### src/rtl/mdu_pkg.sv
// Shared definitions for the EX-stage multiply/divide unit: op codes,
// FSM state encoding, datapath mode and the operand magnitude helper.
package mdu_pkg;

  // Operation codes driven by ID/EX on op_i. Code 7 is unused and acts as NONE.
  localparam logic [2:0] OP_NONE  = 3'd0;
  localparam logic [2:0] OP_MULT  = 3'd1;
  localparam logic [2:0] OP_MULTU = 3'd2;
  localparam logic [2:0] OP_DIV   = 3'd3;
  localparam logic [2:0] OP_DIVU  = 3'd4;
  localparam logic [2:0] OP_MTHI  = 3'd5;
  localparam logic [2:0] OP_MTLO  = 3'd6;

  // Widest datapath the helper function supports.
  localparam int MAX_W = 64;

  typedef enum logic [1:0] {
    IDLE = 2'd0,
    RUN  = 2'd1,
    DIV0 = 2'd2,
    FIN  = 2'd3
  } state_t;

  typedef enum logic {
    MODE_MUL = 1'b0,
    MODE_DIV = 1'b1
  } mode_t;

  // Magnitude of a w-bit value held zero-extended in x. When signed_flag is
  // set and bit w-1 is 1, the two's complement negation is returned; only the
  // low w bits of the result are meaningful.
  function automatic logic [MAX_W-1:0] abs_w(input logic [MAX_W-1:0] x,
                                             input logic             signed_flag,
                                             input int               w);
    if (signed_flag && x[w-1]) begin
      return -x;
    end
    return x;
  endfunction

endpackage

### src/rtl/mdu_shift_core.sv
// Iterative datapath shared by multiply and divide: a {acc, q} register pair
// plus the operand register m. Multiply runs LSB-first shift-add; divide runs
// MSB-first restoring shift-subtract. After DATA_W steps acc holds the upper
// product half / remainder and q the lower product half / quotient.
module mdu_shift_core
  import mdu_pkg::*;
#(
  parameter int DATA_W = 32
) (
  input  logic              clk,
  input  logic              rst,
  input  logic              load,
  input  logic              step,
  input  mode_t             mode,
  input  logic [DATA_W-1:0] opa,
  input  logic [DATA_W-1:0] opb,
  output logic [DATA_W-1:0] hi_raw,
  output logic [DATA_W-1:0] lo_raw
);

  logic [DATA_W-1:0] acc;
  logic [DATA_W-1:0] q;
  logic [DATA_W-1:0] m;
  logic [DATA_W:0]   sum;
  logic [DATA_W:0]   rem;
  logic [DATA_W:0]   diff;

  // One-step arithmetic for both modes; the carry/borrow bit is kept.
  always_comb begin
    sum  = {1'b0, acc} + (q[0] ? {1'b0, m} : '0);
    rem  = {acc, q[DATA_W-1]};
    diff = rem - {1'b0, m};
  end

  // Load operands, then advance one multiply or divide step per enabled cycle.
  always_ff @(posedge clk) begin
    if (rst) begin
      acc <= '0;
      q   <= '0;
      m   <= '0;
    end else if (load) begin
      acc <= '0;
      q   <= opa;
      m   <= opb;
    end else if (step) begin
      if (mode == MODE_MUL) begin
        acc <= sum[DATA_W:1];
        q   <= {sum[0], q[DATA_W-1:1]};
      end else if (!diff[DATA_W]) begin
        // Partial remainder >= divisor: keep the difference, quotient bit 1.
        acc <= diff[DATA_W-1:0];
        q   <= {q[DATA_W-2:0], 1'b1};
      end else begin
        // Borrow: restore the shifted remainder, quotient bit 0.
        acc <= rem[DATA_W-1:0];
        q   <= {q[DATA_W-2:0], 1'b0};
      end
    end
  end

  assign hi_raw = acc;
  assign lo_raw = q;

endmodule

### src/rtl/ex_muldiv.sv
// EX-stage multi-cycle multiply/divide unit owning the architectural HI/LO
// registers. Holds the pipeline via stall_o while an iterative operation runs.
module ex_muldiv
  import mdu_pkg::*;
#(
  parameter int DATA_W = 32,                 // must be even and >= 4
  parameter int CNT_W  = $clog2(DATA_W) + 1  // derived, leave at default
) (
  input  logic              clk,
  input  logic              rst,
  input  logic              start_i,
  input  logic [2:0]        op_i,
  input  logic [DATA_W-1:0] a_i,
  input  logic [DATA_W-1:0] b_i,
  input  logic              annul_i,
  output logic              stall_o,
  output logic              done_o,
  output logic              div0_o,
  output logic [DATA_W-1:0] hi_o,
  output logic [DATA_W-1:0] lo_o
);

  localparam logic [CNT_W-1:0] LAST_STEP = CNT_W'(DATA_W - 1);

  state_t            state;
  logic [CNT_W-1:0]  cnt;
  logic [DATA_W-1:0] hi;
  logic [DATA_W-1:0] lo;
  logic              done_q;
  logic              div0_q;
  logic              is_div_r;
  logic              neg_q;   // negate product / quotient in FIN
  logic              neg_r;   // negate remainder in FIN

  logic              accept;
  logic              is_mul;
  logic              is_div;
  logic              sgn_op;
  logic              div_by0;
  logic              load;
  logic [DATA_W-1:0] a_mag;
  logic [DATA_W-1:0] b_mag;
  logic [DATA_W-1:0] hi_raw;
  logic [DATA_W-1:0] lo_raw;
  logic [2*DATA_W-1:0] prod;
  logic [2*DATA_W-1:0] prod_fix;
  logic [DATA_W-1:0] hi_fix;
  logic [DATA_W-1:0] lo_fix;

  // Decode the incoming request; only meaningful while IDLE.
  always_comb begin
    // NOTE: every signal assigned here gets a value on every path, otherwise synthesis infers a latch.
    accept  = !rst && (state == IDLE) && start_i && !annul_i;
    is_mul  = (op_i == OP_MULT) || (op_i == OP_MULTU);
    is_div  = (op_i == OP_DIV)  || (op_i == OP_DIVU);
    sgn_op  = (op_i == OP_MULT) || (op_i == OP_DIV);
    div_by0 = is_div && (b_i == '0);
    load    = accept && (is_mul || (is_div && !div_by0));
    a_mag   = DATA_W'(abs_w(MAX_W'(a_i), sgn_op, DATA_W));
    b_mag   = DATA_W'(abs_w(MAX_W'(b_i), sgn_op, DATA_W));
  end

  mdu_shift_core #(
    .DATA_W (DATA_W)
  ) u_core (
    .clk    (clk),
    .rst    (rst),
    .load   (load),
    .step   (state == RUN),
    .mode   (is_div_r ? MODE_DIV : MODE_MUL),
    .opa    (a_mag),
    .opb    (b_mag),
    .hi_raw (hi_raw),
    .lo_raw (lo_raw)
  );

  // Sign fix-up of the unsigned core result, consumed in the FIN cycle.
  always_comb begin
    prod     = {hi_raw, lo_raw};
    prod_fix = neg_q ? -prod : prod;
    if (is_div_r) begin
      lo_fix = neg_q ? -lo_raw : lo_raw;
      hi_fix = neg_r ? -hi_raw : hi_raw;
    end else begin
      hi_fix = prod_fix[2*DATA_W-1:DATA_W];
      lo_fix = prod_fix[DATA_W-1:0];
    end
  end

  // Control FSM, iteration counter, HI/LO and the registered status pulses.
  always_ff @(posedge clk) begin
    // NOTE: state registers use non-blocking assignments so every register samples pre-edge values.
    if (rst) begin
      state    <= IDLE;
      cnt      <= '0;
      hi       <= '0;
      lo       <= '0;
      done_q   <= 1'b0;
      div0_q   <= 1'b0;
      is_div_r <= 1'b0;
      neg_q    <= 1'b0;
      neg_r    <= 1'b0;
    end else begin
      done_q <= 1'b0;
      div0_q <= 1'b0;
      case (state)
        IDLE: begin
          if (accept) begin
            if (op_i == OP_MTHI) begin
              hi <= a_i;
            end else if (op_i == OP_MTLO) begin
              lo <= a_i;
            end else if (load) begin
              is_div_r <= is_div;
              neg_q    <= sgn_op && (a_i[DATA_W-1] ^ b_i[DATA_W-1]);
              neg_r    <= sgn_op && is_div && a_i[DATA_W-1];
              cnt      <= '0;
              state    <= RUN;
            end else if (div_by0) begin
              done_q <= 1'b1;
              div0_q <= 1'b1;
              state  <= DIV0;
            end
          end
        end
        RUN: begin
          if (annul_i) begin
            state <= IDLE;
          end else if (cnt == LAST_STEP) begin
            done_q <= 1'b1;
            state  <= FIN;
          end else begin
            cnt <= cnt + CNT_W'(1);
          end
        end
        DIV0: begin
          state <= IDLE;
        end
        FIN: begin
          if (!annul_i) begin
            hi <= hi_fix;
            lo <= lo_fix;
          end
          state <= IDLE;
        end
        default: state <= IDLE;
      endcase
    end
  end

  // A flush in DIV0/FIN suppresses the already-registered pulses.
  assign done_o  = done_q && !annul_i;
  assign div0_o  = div0_q && !annul_i;
  assign stall_o = (accept && (is_mul || is_div)) || (state != IDLE);
  assign hi_o    = hi;
  assign lo_o    = lo;

endmodule

### config.mk
export PLATFORM = sky130hd
export DESIGN_NAME = ex_muldiv
export DESIGN_NICKNAME = d
export VERILOG_FILES = /design/src/rtl/mdu_pkg.sv /design/src/rtl/mdu_shift_core.sv /design/src/rtl/ex_muldiv.sv
export SDC_FILE = /design/constraint.sdc
export NUM_CORES = 1
export LEC_CHECK = 0
export ABC_AREA = 0
export CORE_AREA = 2 2 173 175
export CTS_BUF_LIST = sky130_fd_sc_hd__clkbuf_8
export CTS_CLUSTER_SIZE = 14
export DETAILED_ROUTE_END_ITERATION = 16
export DIE_AREA = 0 0 175 177
export PLACE_DENSITY = 0.73
export SLEW_MARGIN = 20
export SYNTH_ARGS = -nofsm -noshare
export SYNTH_HDL_FRONTEND = slang
export SYNTH_SLANG_ARGS = --single-unit
### constraint.sdc
create_clock -name clk -period 4.1 [get_ports clk]
set_clock_uncertainty 0.2 [all_clocks]
set_input_delay 0.82 -clock clk [delete_from_list [all_inputs] [get_ports clk]]
set_output_delay 0.82 -clock clk [all_outputs]
set_load 0.02 [all_outputs]
==> impl.org, run 1 <==
** Flow run
- The tool flagged a number of max-cap violations equal to 0.

** Power and ir drop
- Sw frac :: 36.39%
- Across the VDD grid, the largest voltage drop is 0.1772 mV.
- The clock network accounts for 30.2% of the total power.
- Per report_power, the sequential group accounts for 40.3% of the total.
- Summing internal, switching and leakage power gives 0.004402 W.
- Internal power :: 0.002800 W
- In this run the power density over the cells is 262.7 nW/µm².
- Part of the power in combinational logic :: 29.5%
- NetSw :: 0.001602 W
- Leakage power of the design :: 6.419 nW

** Clock tree
- Clock-pin slew was measured on the worst setup and hold paths at 0.10 ns.
- TritonCTS clock tree :: built
- Counting along the longest clock path gives a buffer depth of 2.
- Clock insertion delay at the later pin of the skew report :: 0.50 ns
- Number of clock sinks :: 173
- In this run the number of H-tree levels came out at 4.
- CTS root buf :: sky130_fd_sc_hd__clkbuf_8
- The number of clock buffers added by TritonCTS is 17.

** Timing
- In this run the tightest slew margin relative to its limit is 40.60%.
- Based on the critical path, the design can be clocked at up to 253.2 MHz.
- Number of hold-slack violations in the final timing report :: 0
- Final critical-path required period :: 3.949 ns
- Worst Max-Slew Pin Slew :: 0.8911 ns
- Unrepaired setup endpoints after global routing :: false
- The max-slew violation count is 0.
- Ratio of final minimum period to clock period :: 96.33%
- Setup violations remaining at the end of the flow were counted as 0.
- Final Worst Setup Slack :: 0.1506 ns

** Place
- Detailed-placement wirelength estimate :: 36.11 mm
- At the end of routability-driven placement, the weighted congestion stood at 0.9946.
- Placed standard-cell area :: 16320 µm²
- Placement Setup Slack :: -0.1753 ns
- Count of input and output buffers :: 137
- Number of cells in the design after placement :: 2423

** Synth
- Top cells by area in the synthesized netlist :: sky130_fd_sc_hd__dfxtp_1, sky130_fd_sc_hd__nor2_1, sky130_fd_sc_hd__a21oi_1
- Yosys printed 0 warnings.
- Main combinational cell family by area after synthesis :: compound AO/OA/AOI/OAI gates
- Yosys mapped a number of flops with a built-in enable equal to 0.
- Summing the areas of all compound-gate instances in the mapped netlist gives 27.67% of the synthesized area.
- Of the total synthesized cell area, the portion taken by XOR and XNOR cells is 10.38%.
- Fraction of synthesized area in multiplexers :: 4.125%
- Summing every instance area after synthesis gives 14350 µm².
- The number of nets handed over by synthesis was 2092.
- Async set-or-reset flop fraction in the synthesized netlist :: 0%
- In the synthesized netlist, the number of instances is 1950.
- Synthesis instantiated 78 different standard cells from the library.
- Simple-gate share of the synthesized area :: 21.72%
- Flop and latch count out of synthesis :: 173
- In the synthesized netlist the dominant register cell turns out to be sky130_fd_sc_hd__dfxtp_1.
- Syn_area_per_cell :: 7.358 µm²
- The synthesized design spends more area on one cell type than any other, namely sky130_fd_sc_hd__dfxtp_1.
- Of the synthesized area, sequential elements account for 24.14%.
- Of the total synthesized cell area, the portion taken by full adders, half adders and majority gates is 6.296%.
- Top-area cell type share of the netlist area :: 24.14%

** Global routing
- Largest net degree at the start of global routing :: 73
- Across every metal layer, demand over resource in global routing totals 30.14%.
- The first global-routing pass estimated 74.69 mm of wire.
- The initial antenna violation count came to 1.
- After global routing the overflow that remains totals 0.
- The via count of the first global-routing pass is 13995.
- In the global route stage, met2 resource usage came out at 46.10%.
- In the global route stage, met1 resource usage came out at 40.95%.
- Gr busiest metal :: met2
- GRT met3 Usage :: 5.326%

** Final layout
- Excluding fillers, the count of instances in the completed layout stands at 2456.
- Ant diodes :: 0
- Once layout is done, the placed cells without fillers occupy 16760 µm².
- The post-route netlist has 7.938% of its cells at a drive strength greater than 1.
- Signed area change from the synthesized netlist to the final layout :: 16.81%
- Final layout net count :: 2195

** Detailed routing
- Using the TritonRoute via totals, the vias-per-cell ratio works out to 6.246.
- The count of nets left with antenna violations once routing finished came out at 0.
- Vias after detailed routing :: 15339
- In the routed design, unresolved DRC markers number 0.
- Final Routed Wirelength :: 47.81 mm
- Detailed router's first-iteration violation count :: 1637
- First-pass iteration count of the detailed router :: 7
- In the final routed layout, each cell accounts on average for 19.46 µm.

** Floorplanning
- During I/O placement, the number of pins put on the boundary was 138.
- Initial core utilization :: 49.07%
- The floorplan has 63 rows.
- The total area inside the core boundary comes to 29240 µm².
- Die height :: 177 µm
- The floorplan step defined a die boundary enclosing 30980 µm².
- From left edge to right edge, the die measures 175 µm.

** Worst setup path
- The worst setup path is of the reg2reg kind.
- Type of element launching the critical path :: flop
- STA puts the critical path data required time at 4.25 ns.
- Nature of the critical path endpoint :: flop
- CP Data Arrival Time :: 4.10 ns
- Of all nets on the critical path, the largest fanout is 4.

** Hold path
- The path class of the tightest hold or removal check is reg2reg.

** Outcome
- Status :: completed
## power by group through the flow
stage          combinational (W)  sequential [W]  clock [W]
2_1_floorplan           0.000885         0.00180          0
3_3_place_gp             0.00124         0.00181          0
3_5_place_dp             0.00126         0.00181          0
4_1_cts                  0.00127         0.00177    0.00133
5_1_grt                  0.00139         0.00178    0.00140
6_report                 0.00130         0.00177    0.00133
## per-stage QoR
step | util (%) | TNS (ns) | hold slack, ns
3_5_place_dp | 55.79 | -1.552 | 0.2487
3_3_place_gp | 55.79 | -0.1762 | 0.2412
5_1_grt | 57.31 | 0 | 0.2866
2_1_floorplan | - | 0 | 0.2570
6_report | 57.31 | 0 | 0.2618
4_1_cts | 57.26 | 0 | 0.2632
## registers in the layout, indices dropped and copies added, names as in the netlist
register	flops
u_core.m	32
u_core.lo_raw	32
is_div_r	1
state	2
neg_r	1
cnt	6
u_core.hi_raw	32
hi_o	32
lo_o	32
div0_q	1
done_q	1
neg_q	1
## worst paths after layout
| path | from | end | slack [ns] | depth (start not counted) |
|---|---|---|---|---|
| max | u_core.m[0] | u_core.hi_raw[27] | 0.15 | 13 |
| min | hi_o[23] | hi_o[23] | 0.26 | 2 |
| max reg2reg | u_core.m[0] | u_core.hi_raw[27] | 0.15 | 13 |
| min reg2reg | hi_o[23] | hi_o[23] | 0.26 | 2 |
## layer usage
metal	up-vias	routed length (µm)
met5	-	13
met4	2	2139
met3	127	4556
met2	849	20580
met1	7105	20520
li1	7256	-
## cell usage in the layout, fill, tap and decap left out, drive strengths merged, types with 17 or more instances in the layout
master         netlist  final
clkdlybuf4s50        0    136
a31oi               20     20
nor3                48     48
nor4                21     21
nand2              174    174
o21ai              159    159
nand3b              36     36
or3                 24     24
clkbuf              95     17
a311oi              17     17
inv                 65     71
a21o                26     26
xnor2               82     82
dfxtp              173    173
nand3               28     28
nor2               242    242
a21oi              181    181
buf                 39     83
o31ai               28     28
ha                  69     69
a211oi              53     53
xor2                88     88
mux2i               49     49
## cell usage after synthesis (28+ instances only)
library cell	instances
sky130_fd_sc_hd__nor3_1	47
sky130_fd_sc_hd__nor2_1	242
sky130_fd_sc_hd__clkbuf_1	93
sky130_fd_sc_hd__xor2_1	88
sky130_fd_sc_hd__inv_1	65
sky130_fd_sc_hd__ha_1	69
sky130_fd_sc_hd__a211oi_1	52
sky130_fd_sc_hd__o21ai_0	151
sky130_fd_sc_hd__dfxtp_1	173
sky130_fd_sc_hd__nand3b_1	36
sky130_fd_sc_hd__nand2_1	174
sky130_fd_sc_hd__a21oi_1	180
sky130_fd_sc_hd__nand3_1	28
sky130_fd_sc_hd__xnor2_1	82
sky130_fd_sc_hd__mux2i_1	49
## cell families after synthesis
| family | count (synthesis) |
|---|---|
| buffers and inverters | 200 |
| adder cells (fa/ha/maj) | 71 |
| multiplexers | 58 |
| AND/OR/NAND/NOR | 661 |
| XOR/XNOR | 170 |
| AO/OA/AOI/OAI | 617 |
| flip-flops | 173 |
## repair_timing
item / CTS / global route
setup endpoints to repair: 0 / 9
buffers inserted: 0 / 1
hold buffers: 0 / 0
gates resized for setup: 0 / 3
## critical path, cell delays in order, from the launching register on
cell and delay, ns:
sky130_fd_sc_hd__dfxtp_1 0.39, sky130_fd_sc_hd__and2_1 0.17, sky130_fd_sc_hd__ha_1 0.25, sky130_fd_sc_hd__fa_1 0.45, sky130_fd_sc_hd__a211oi_1 0.30, sky130_fd_sc_hd__o21ai_1 0.23
sky130_fd_sc_hd__o311a_1 0.37, sky130_fd_sc_hd__o31ai_1 0.25, sky130_fd_sc_hd__buf_4 0.17, sky130_fd_sc_hd__a21o_1 0.15, sky130_fd_sc_hd__a21oi_1 0.12, sky130_fd_sc_hd__a2111oi_0 0.51
sky130_fd_sc_hd__o41a_1 0.21, sky130_fd_sc_hd__a211oi_1 0.05
## final cells by class
type | instances | area (µm²)
timing repair buffer | 219 | 2034
clock buffer | 17 | 234.0
multi-input combinational | 1577 | 10100
clock inverter | 15 | 195.2
inverter | 65 | 244.0
sequential | 173 | 3465
tap | 390 | 488.0
fill | 2744 | 12480
No activity file was read; power rests on OpenSTA's default activity.
==> inputs of run 2 (changes only) <==
- CORE_AREA: 2 2 173 175 -> 2 2 180 182
- DIE_AREA: 0 0 175 177 -> 0 0 182 184
- PLACE_DENSITY: 0.73 -> 0.69
==> impl.org, run 2 (synthesis results as in run 1) <==
** Outcome
- The run finished with clean final reports.

** Floorplanning
- Number of core rows :: 65
- Initial core utilization :: 45.71%
- I/O pin count :: 138
- Chip Width :: 182 µm
- Floorplan die area :: 33490 µm²
- In this run the vertical extent of the chip is 184 µm.
- Core footprint :: 31390 µm²

** Clock tree
- TritonCTS clock tree :: built
- Quantity of hold-fixing buffers added after cts :: 0
- Clock transition time at the flip-flop clock pins of the worst setup and hold paths :: 0.11 ns
- H-tree levels :: 4
- Number of clock sinks :: 173
- Number of buffers added by the clock tree synthesis step :: 17
- For the worst-skew pair, the clock arrives at the later sink with an insertion delay of 0.51 ns.
- The tree is rooted in a sky130_fd_sc_hd__clkbuf_8.
- Setup bufs post-CTS :: 0
- Maximum clock insertion buffer count :: 2

** Global routing
- The first global-routing pass estimated 76.60 mm of wire.
- The via count of the first global-routing pass is 13803.
- Gr usage total :: 28.83%
- After global routing the overflow that remains totals 0.
- Antenna violations before repair :: 1
- Largest net degree at the start of global routing :: 83

** Hold path
- Hold/Removal Path Class :: reg2reg
- Hold Crit Start :: lo_o[25]

** Timing
- The worst path in the final design needs a cycle of 3.934 ns, including I/O delays and setup.
- Headroom to the max-slew limit came out at 37.14%.
- Worst Max-Slew Pin Slew :: 0.9429 ns
- Ratio of final minimum period to clock period :: 95.95%
- Unrepaired setup endpoints after global routing :: false
- Maximum operating frequency :: 254.2 MHz
- Final count of pins violating max slew :: 0
- Final setup violation count :: 0
- Number of hold-slack violations in the final timing report :: 0
- Adding up every negative setup slack in the final design gives 0 ns.
- Post-Route Hold Slack :: 0.2607 ns

** Detailed routing
- Met2 Routed Length :: 21.57 mm
- Post-route ant nets :: 0
- The detailed router used layers up to and including met5.
- Summing over every cut layer, the via total after detailed routing is 15335.
- In the final routing, the length of wire on met1 measures 21.94 mm.
- Drt drc :: 0
- First-pass iteration count of the detailed router :: 6
- For this block, the initial DRC count from the detailed router was 1580.
- Post-detailed-route wirelength per cell :: 19.88 µm
- Drt via density :: 6.169
- The routed design uses 4.413 mm of met3 wire.
- For this block, the routed nets add up to 49.42 mm of wire.

** Power and ir drop
- The design draws 0.004537 W.
- Maximum VDD drop :: 0.2076 mV
- For this design the static power due to leakage is 6.514 nW.
- Power density of the placed cells :: 267.6 nW/µm²

** Place
- After detailed placement, the design holds a cell count of 2454.
- Count of input and output buffers :: 137
- At the end of routability-driven placement, the weighted congestion stood at 0.9484.
- Detailed placement finished with a half-perimeter wire length of 37.84 mm.
- Placed standard-cell area :: 16510 µm²

** Worst setup path
- In this run the critical register-to-register path is launched from u_core.m[0].
- Worst Path Class, Setup :: reg2reg
- Worst Path Max Fanout :: 23
- Type of element launching the critical path :: flop
- CP Data Arrival Time :: 4.12 ns
- Startpoint of the worst setup timing path :: u_core.m[0]
- STA classifies the critical path endpoint as a flop.
- STA puts the critical path data required time at 4.28 ns.

** Final layout
- Leading cell type in the layout, fill and taps excluded :: sky130_fd_sc_hd__nor2_1
- Excluding fillers, the count of instances in the completed layout stands at 2486.
- After routing the design area is 16950 µm².
- In the final layout, the share of cells above drive strength 1 is 8.781%.
- Signed area change from the synthesized netlist to the final layout :: 18.13%
- The number of antenna diodes in the final layout is 0.
- In the layout the commonest cells are sky130_fd_sc_hd__nor2_1, sky130_fd_sc_hd__a21oi_1, sky130_fd_sc_hd__nand2_1.
- In the final design database the tool counted 2213 nets.

** Flow run
- Max-cap violations in this run came to 0.
run 2: layout make-up:
type	count	area [µm²]
repair buffers	237	2207
clock buffers	17	234.0
clock inverters	15	195.2
well taps	402	503.0
multi-input cells	1577	10100
fillers	2986	14440
flip-flops and latches	173	3465
inverters	65	244.0
run 2: repair_timing:
item                       CTS  global route
gates resized for setup      0             2
setup endpoints to repair    0            13
hold endpoints to repair     0             0
run 2: worst paths after layout:
check,to,slack [ns],cells after the start
hold / removal,lo_o[25],0.26,2
hold reg to reg,lo_o[25],0.26,2
setup reg to reg,u_core.hi_raw[15],0.17,13
setup / recovery,u_core.hi_raw[15],0.17,13
run 2: metrics by stage:
stage	utilization, %	setup WS [ns]
after detailed placement	52.59	-0.04480
after CTS	53.96	0.06540
after floorplan	-	0.5462
after global placement	52.59	0.06972
final	53.99	0.1660
after global routing	53.99	0.03648
run 2: critical path, stage by stage, from the launching register on:
cell and delay, ns:
sky130_fd_sc_hd__dfxtp_1 0.46, sky130_fd_sc_hd__ha_1 0.28, sky130_fd_sc_hd__inv_1 0.07, sky130_fd_sc_hd__fa_1 0.40, sky130_fd_sc_hd__a211oi_1 0.25, sky130_fd_sc_hd__o21ai_0 0.24, sky130_fd_sc_hd__o211a_1 0.38, sky130_fd_sc_hd__o21bai_2 0.25
sky130_fd_sc_hd__a211oi_1 0.15, sky130_fd_sc_hd__a211oi_4 0.22, sky130_fd_sc_hd__buf_12 0.23, sky130_fd_sc_hd__buf_4 0.18, sky130_fd_sc_hd__mux2i_1 0.07, sky130_fd_sc_hd__a2111oi_0 0.42
run 2: routing by layer:
layer	global-route usage (%)	vias up
li1	-	7289
met1	39.60	7207
met2	44.92	731
met3	5.468	106
met4	10.61	2
met5	0	-
run 2: power breakdown:
group	total [W]	switching (W)	internal, W
sequential	0.00177	0.0000524	0.00172
combinational	0.00141	0.000798	0.000615
clock	0.00135	0.000779	0.000573
total	0.00454	0.00163	0.00291
==> inputs of run 3 (changes only) <==
- TNS_END_PERCENT: not set -> 20
==> results of run 3 <==
No change in the layout: final DEF, timing and power equal those of run 2.
